--- src/rtl/scratchpad_init_host.sv ---
// Scratchpad init/check host: streams a fill or read-check pass over TL-UL.
// SCRATCHPAD_INIT_CHECK_EN builds the read-check pass and data compare; without it every pass is a fill.
package scratchpad_tl_pkg;
  localparam int TL_AW = 32;
  localparam int TL_DW = 64;

  localparam logic [2:0] PUT_FULL_DATA   = 3'd0;
  localparam logic [2:0] GET             = 3'd4;
  localparam logic [2:0] ACCESS_ACK      = 3'd0;
  localparam logic [2:0] ACCESS_ACK_DATA = 3'd1;

  typedef struct packed {
    logic             a_valid;
    logic [2:0]       a_opcode;
    logic [2:0]       a_param;
    logic [1:0]       a_size;
    logic [7:0]       a_source;
    logic [TL_AW-1:0] a_address;
    logic [7:0]       a_mask;
    logic [TL_DW-1:0] a_data;
    logic [15:0]      a_user;
    logic             d_ready;
  } tl_h2d_t;

  typedef struct packed {
    logic             d_valid;
    logic [2:0]       d_opcode;
    logic [2:0]       d_param;
    logic [1:0]       d_size;
    logic [7:0]       d_source;
    logic [0:0]       d_sink;
    logic [TL_DW-1:0] d_data;
    logic [15:0]      d_user;
    logic             d_error;
    logic             a_ready;
  } tl_d2h_t;
endpackage

module scratchpad_init_host
  import scratchpad_tl_pkg::*;
#(
  parameter int MAX_OUTSTANDING = 4,
  parameter int ADDR_STRIDE     = 8
) (
  input  logic             clk_i,
  input  logic             rst_ni,
  input  logic             start_i,
  input  logic             check_i,
  input  logic [TL_AW-1:0] base_addr_i,
  input  logic [15:0]      len_i,
  input  logic [TL_DW-1:0] pattern_i,
  output logic             busy_o,
  output logic             done_o,
  output logic             err_o,
  output logic [15:0]      err_cnt_o,
  output tl_h2d_t          tl_o,
  input  tl_d2h_t          tl_i
);
  localparam int OW = $clog2(MAX_OUTSTANDING + 1);

  typedef enum logic [1:0] {IDLE, ISSUE, DRAIN, DONE} state_e;

  state_e           state_q, state_d;
  logic             check_q;
  logic [TL_AW-1:0] base_q;
  logic [15:0]      len_q, word_q, rsp_q, errcnt_q;
  logic [TL_DW-1:0] pat_q;
  logic [OW-1:0]    out_q;
  logic             err_q;
  logic             a_valid, a_fire, d_fire, rsp_err, start_ok;
  logic [7:0]       exp_src;
  logic             unused;

  assign start_ok = (state_q == IDLE) && start_i;
  assign a_valid  = (state_q == ISSUE) && (out_q < OW'(MAX_OUTSTANDING));
  assign a_fire   = a_valid && tl_i.a_ready;
  // Responses in IDLE are sunk (d_ready is constant) but never scored or counted.
  assign d_fire   = tl_i.d_valid && (state_q != IDLE);
  assign exp_src  = 8'(rsp_q % 16'(MAX_OUTSTANDING));

`ifdef SCRATCHPAD_INIT_CHECK_EN
  always_ff @(posedge clk_i or negedge rst_ni) begin
    if (!rst_ni)       check_q <= 1'b0;
    else if (start_ok) check_q <= check_i;
  end
  assign unused = ^{tl_i.d_param, tl_i.d_size, tl_i.d_sink, tl_i.d_user};
`else
  assign check_q = 1'b0;
  assign unused  = ^{tl_i.d_param, tl_i.d_size, tl_i.d_sink, tl_i.d_user, tl_i.d_data, check_i};
`endif

  always_comb begin
    rsp_err = tl_i.d_error || (tl_i.d_source != exp_src) ||
              (tl_i.d_opcode != (check_q ? ACCESS_ACK_DATA : ACCESS_ACK));
`ifdef SCRATCHPAD_INIT_CHECK_EN
    if (check_q && (tl_i.d_data != pat_q + TL_DW'(rsp_q))) rsp_err = 1'b1;
`endif
  end

  always_comb begin
    state_d = state_q;
    case (state_q)
      IDLE:  if (start_i) state_d = (len_i == 16'd0) ? DONE : ISSUE;
      ISSUE: if (a_fire && (word_q == len_q - 16'd1)) state_d = DRAIN;
      DRAIN: if (out_q == '0) state_d = DONE;
      DONE:  state_d = IDLE;
      default: state_d = IDLE;
    endcase
  end

  // A fields derive from word_q, which only moves on a handshake, so they hold across stalls.
  always_comb begin
    tl_o           = '0;
    tl_o.a_valid   = a_valid;
    tl_o.a_opcode  = check_q ? GET : PUT_FULL_DATA;
    tl_o.a_size    = 2'd3;
    tl_o.a_source  = 8'(word_q % 16'(MAX_OUTSTANDING));
    tl_o.a_address = base_q + TL_AW'(word_q) * TL_AW'(ADDR_STRIDE);
    tl_o.a_mask    = '1;
    tl_o.a_data    = pat_q + TL_DW'(word_q);
    tl_o.d_ready   = 1'b1;
  end

  always_ff @(posedge clk_i or negedge rst_ni) begin
    if (!rst_ni) begin
      state_q  <= IDLE;
      base_q   <= '0;
      len_q    <= '0;
      pat_q    <= '0;
      word_q   <= '0;
      rsp_q    <= '0;
      out_q    <= '0;
      err_q    <= 1'b0;
      errcnt_q <= '0;
    end else begin
      state_q <= state_d;
      if (start_ok) begin
        base_q   <= base_addr_i;
        len_q    <= len_i;
        pat_q    <= pattern_i;
        word_q   <= '0;
        rsp_q    <= '0;
        out_q    <= '0;
        err_q    <= 1'b0;
        errcnt_q <= '0;
      end else begin
        if (a_fire) word_q <= word_q + 16'd1;
        if (d_fire) rsp_q <= rsp_q + 16'd1;
        case ({a_fire, d_fire})
          2'b10:   out_q <= out_q + OW'(1);
          2'b01:   out_q <= out_q - OW'(1);
          default: out_q <= out_q;
        endcase
        if (d_fire && rsp_err) begin
          err_q <= 1'b1;
          if (errcnt_q != 16'hFFFF) errcnt_q <= errcnt_q + 16'd1;
        end
      end
    end
  end

  assign busy_o    = (state_q != IDLE);
  assign done_o    = (state_q == DONE);
  assign err_o     = err_q;
  assign err_cnt_o = errcnt_q;
endmodule

--- config.mk ---
export PLATFORM = sky130hd
export DESIGN_NAME = scratchpad_init_host
export DESIGN_NICKNAME = d
export VERILOG_FILES = /design/src/rtl/scratchpad_init_host.sv
export SDC_FILE = /design/constraint.sdc
export NUM_CORES = 1
export LEC_CHECK = 0
export CAP_MARGIN = 15
export CORE_ASPECT_RATIO = 0.75
export CORE_MARGIN = 2
export CORE_UTILIZATION = 40
export CTS_CLUSTER_DIAMETER = 80
export DETAILED_ROUTE_END_ITERATION = 7
export GPL_TIMING_DRIVEN = 1
export PLACE_DENSITY = 0.73
export SYNTH_ARGS = -nofsm -noshare
export SYNTH_HDL_FRONTEND = slang
export SYNTH_SLANG_ARGS = --single-unit
--- constraint.sdc ---
create_clock -name clk_i -period 3.7 [get_ports clk_i]
set_clock_uncertainty 0.15 [all_clocks]
set_input_delay 0.74 -clock clk_i [delete_from_list [all_inputs] [get_ports clk_i]]
set_output_delay 0.74 -clock clk_i [all_outputs]
set_load 0.02 [all_outputs]
==> results.sh <==
export IMPL_yosysTopAreaCellShare_pct=38.6
export IMPL_grt_overflow=0
export IMPL_seq_power_share_pct=30.5
export IMPL_multiInputGateArea_mm2=0.00649
export IMPL_slew_headroom_pct=51.1
export IMPL_worstPathRequired_ns=2.81
export IMPL_ys_seq_elements=152
export IMPL_syn_area_per_cell_um2=8.21
export IMPL_synthDistinctLibCells=70
export IMPL_failed_checks="negative setup slack"
export IMPL_diodes=0
export IMPL_finalPower_w=0.0102
export IMPL_synth_top_cell_by_area="dfrtp_1"
export IMPL_grt_pass1_wl_mm=48.6
export IMPL_firstDrtPassIters=5
export IMPL_critPathKind="reg2out"
export IMPL_cts_root_buffer="clkbuf_16"
export IMPL_cts_tree="built"
export IMPL_clk_pin_slew_ns=0.06
export IMPL_cp_start_kind="flop"
export IMPL_whs_ns=0.198
export IMPL_antenna_found_initial=0
export IMPL_cp_arrival_ns=3.03
export IMPL_syn_inst=1200
export IMPL_drive_gt1_share_pct=24.3
export IMPL_crit_top_cell="buf_4"
export IMPL_io_pins=373
export IMPL_path_max_fanout=4
export IMPL_initial_core_util_pct=40.9
export IMPL_p_leak_nw=7.18
export IMPL_critPathMaxStageDelay_ns=0.45
export IMPL_h_tree_depth=4
export IMPL_gp_congestion=0.918
export IMPL_rows=49
export IMPL_seqCellArea_mm2=0.00381
export IMPL_clock_sinks=152
export IMPL_cts_made_buffers=17
export IMPL_critical_path_slowest_cell="dfrtp_1"
export IMPL_grt_pass1_vias=9598
export IMPL_cp_cell_sequence="ha_1 -> and3_2 -> nand2_1 -> a2111oi_4 -> buf_4 -> nor2_4 -> o32ai_4 -> buf_6 -> nand4_1 -> xnor2_1 -> buf_4"
export IMPL_max_freq_mhz=255
export IMPL_finalCritPeriodShare_pct=106
export IMPL_swShare_pct=43.2
export IMPL_setup_slack_ns=-0.225
export IMPL_drc=0
export IMPL_clk_latency_ns=0.42
export IMPL_r2r_slack_ns=0.85
export IMPL_p_int_w=0.00578
export IMPL_final_common_cell="nand2_1"
export IMPL_tightest_slew_ns=0.734
export IMPL_fill_cells=1979
export IMPL_drv_cap=0
export IMPL_p_per_area_mw_per_mm2=685
export IMPL_combPwrFrac_pct=51.6
export IMPL_drt_iter0_markers=628
export IMPL_synthArstFlopShare_pct=100
export IMPL_cp_end_kind="output pin"
export IMPL_synth_edf_count=0
export IMPL_grt_start_max_net_pins=78
export IMPL_final_hold_violation_count=0
export IMPL_clkPwrFrac_pct=17.9
export IMPL_nets=1812
export IMPL_setup_viol=55
export IMPL_r2r_end="state_q[1]$_DFFE_PN0P_"
export IMPL_place_hpwl_mm=22.2
export IMPL_run_status="finished, violations left"
export IMPL_rsz0062_at_grt="yes"
export IMPL_die_y_um=140
export IMPL_finalMaxSlewViolations=0
export IMPL_fp_dieW_um=185
export IMPL_wire_per_inst_um=16.5
export IMPL_yosysSeqAreaShare_pct=38.6
export IMPL_synth_flop_cell="dfrtp_1"
export IMPL_hp_class="in2async"
export IMPL_synth_warnings=0
export IMPL_switchingPower_w=0.00439
export IMPL_layout_common_cells="nand2_1, buf_4, clkdlybuf4s50_1"
export IMPL_dieArea_mm2=0.0259
export IMPL_vdd_drop_max_mv=0.428
export IMPL_reg2reg_from="state_q[1]$_DFFE_PN0P_"
export IMPL_syn_cell_area_mm2=0.00986
export IMPL_drtAntennaViolNets=0
export IMPL_postCtsHoldBufs=0
export IMPL_routed_wl_mm=31.3
export IMPL_track_usage_pct=23.5
export IMPL_fin_crit_ns=3.92
export IMPL_portBuffers=246
export IMPL_area_growth_pct=50.7
export IMPL_vias=9715
export IMPL_clock_path_buffers=2
export IMPL_reg2regPathDepth=10
export IMPL_synth_area_top_cells="dfrtp_1, nand2_1, xnor2_1"
export IMPL_core_area_mm2=0.0241
export IMPL_vias_per_cell=5.12
-- final cells by class --
class	count	area share, %
Timing Repair Buffer	379	23.2
Inverter	22	0.556
Sequential cell	152	25.6
Clock buffer	19	2.98
Clock inverter	13	1.14
Multi-Input combinational cell	981	43.7
Tap cell	331	2.79
-- sequential cells by signal, indices dropped and copies added (netlist names) --
name       flops
base_q        32
err_cnt_o     16
err_o          1
len_q         16
out_q          3
pat_q         64
rsp_q          2
state_q        2
word_q        16
-- layer usage --
metal / global-route usage (%) / wire, µm / vias to the layer above
met2: 37.1 / 14600 / 331
li1: - / - / 4627
met3: 5.41 / 2270 / 49
met4: 6.60 / 617 / 0
met5: 0 / 0 / -
met1: 32.4 / 13800 / 4708
-- power by group through the flow --
stage               Sequential (W)  Combinational [W]  Clock (W)
finish                     0.00310            0.00524    0.00182
global route               0.00319            0.00571    0.00193
CTS                        0.00303            0.00507    0.00186
detailed placement         0.00301            0.00509          0
global placement           0.00297            0.00498          0
floorplan                  0.00287            0.00298          0
-- worst max-delay path by stage --
stage | from | endpoint | cells after the start
6_report | word_q[6]$_DFFE_PN0P_ | tl_o[56] | 11
3_3_place_gp | word_q[0]$_DFFE_PN0P_ | tl_o[73] | 13
4_1_cts | word_q[1]$_DFFE_PN0P_ | tl_o[56] | 11
2_1_floorplan | word_q[0]$_DFFE_PN0P_ | tl_o[71] | 11
3_5_place_dp | word_q[0]$_DFFE_PN0P_ | tl_o[77] | 13
5_1_grt | word_q[0]$_DFFE_PN0P_ | tl_o[63] | 14
-- critical path: cells and delay by family (launching register included) --
kind / cells / cell delay (ns)
AO/OA/AOI/OAI: 2 / 0.69
XOR/XNOR: 1 / 0.16
adder cells (fa/ha/maj): 1 / 0.34
buffers and inverters: 3 / 0.52
flip-flops: 1 / 0.45
AND/OR/NAND/NOR: 4 / 0.45
-- metrics by stage --
stage | area, µm² | TNS [ns] | utilization (%) | cells | worst slack, ns
2_1_floorplan | 10000 | 0 | - | 1237 | 0.158
3_3_place_gp | 13200 | -14.72 | 54.7 | 1831 | -0.369
3_5_place_dp | 13200 | -16.45 | 54.7 | 1831 | -0.407
4_1_cts | 14400 | -5.77 | 59.6 | 1882 | -0.240
5_1_grt | 14900 | -15.92 | 61.6 | 1897 | -0.376
6_report | 14900 | -7.11 | 61.6 | 1897 | -0.225
-- cells in the mapped netlist, drive strengths merged, types with 2 or more instances --
cell       n
nand2    391
dfrtp    152
xnor2     83
nor2      72
xor2      55
buf       48
nand3     42
ha        40
a21oi     39
o21ai     37
clkbuf    34
and3      23
inv       22
nand4     22
nor3      17
nor4      15
a21o      14
mux2i      8
or3        7
and4       6
nor2b      6
o21a       6
a211oi     4
nand2b     4
or2        4
a31oi      3
and2       3
fa         3
o211ai     3
o21bai     3
o31a       3
o31ai      3
a2111oi    2
a221o      2
conb       2
nand3b     2
nor4b      2
o2111ai    2
o32ai      2
-- repair_timing --
| action | 4_1_cts | 5_1_grt |
|---|---|---|
| resized for setup | 491 | 105 |
| endpoints found under the setup margin | 79 | 79 |
| cloned | 1 | 1 |
| buffers inserted | 18 | 16 |
| pin swaps | 54 | 56 |
-- kinds of logic (layout without fill, tap and decap cells) --
logic type               count (synthesis)  count (layout)  share of synthesized area [%]
AND/OR/NAND/NOR                        620             620                           27.4
flip-flops                             152             152                           38.6
XOR/XNOR                               138             138                           12.3
AO/OA/AOI/OAI                          133             133                           9.25
buffers and inverters                  104             433                           5.89
adder cells (fa/ha/maj)                 43              43                           5.69
multiplexers                             8               8                          0.812
other                                    2              39                         0.0762
No activity file was read; power rests on OpenSTA's default activity.
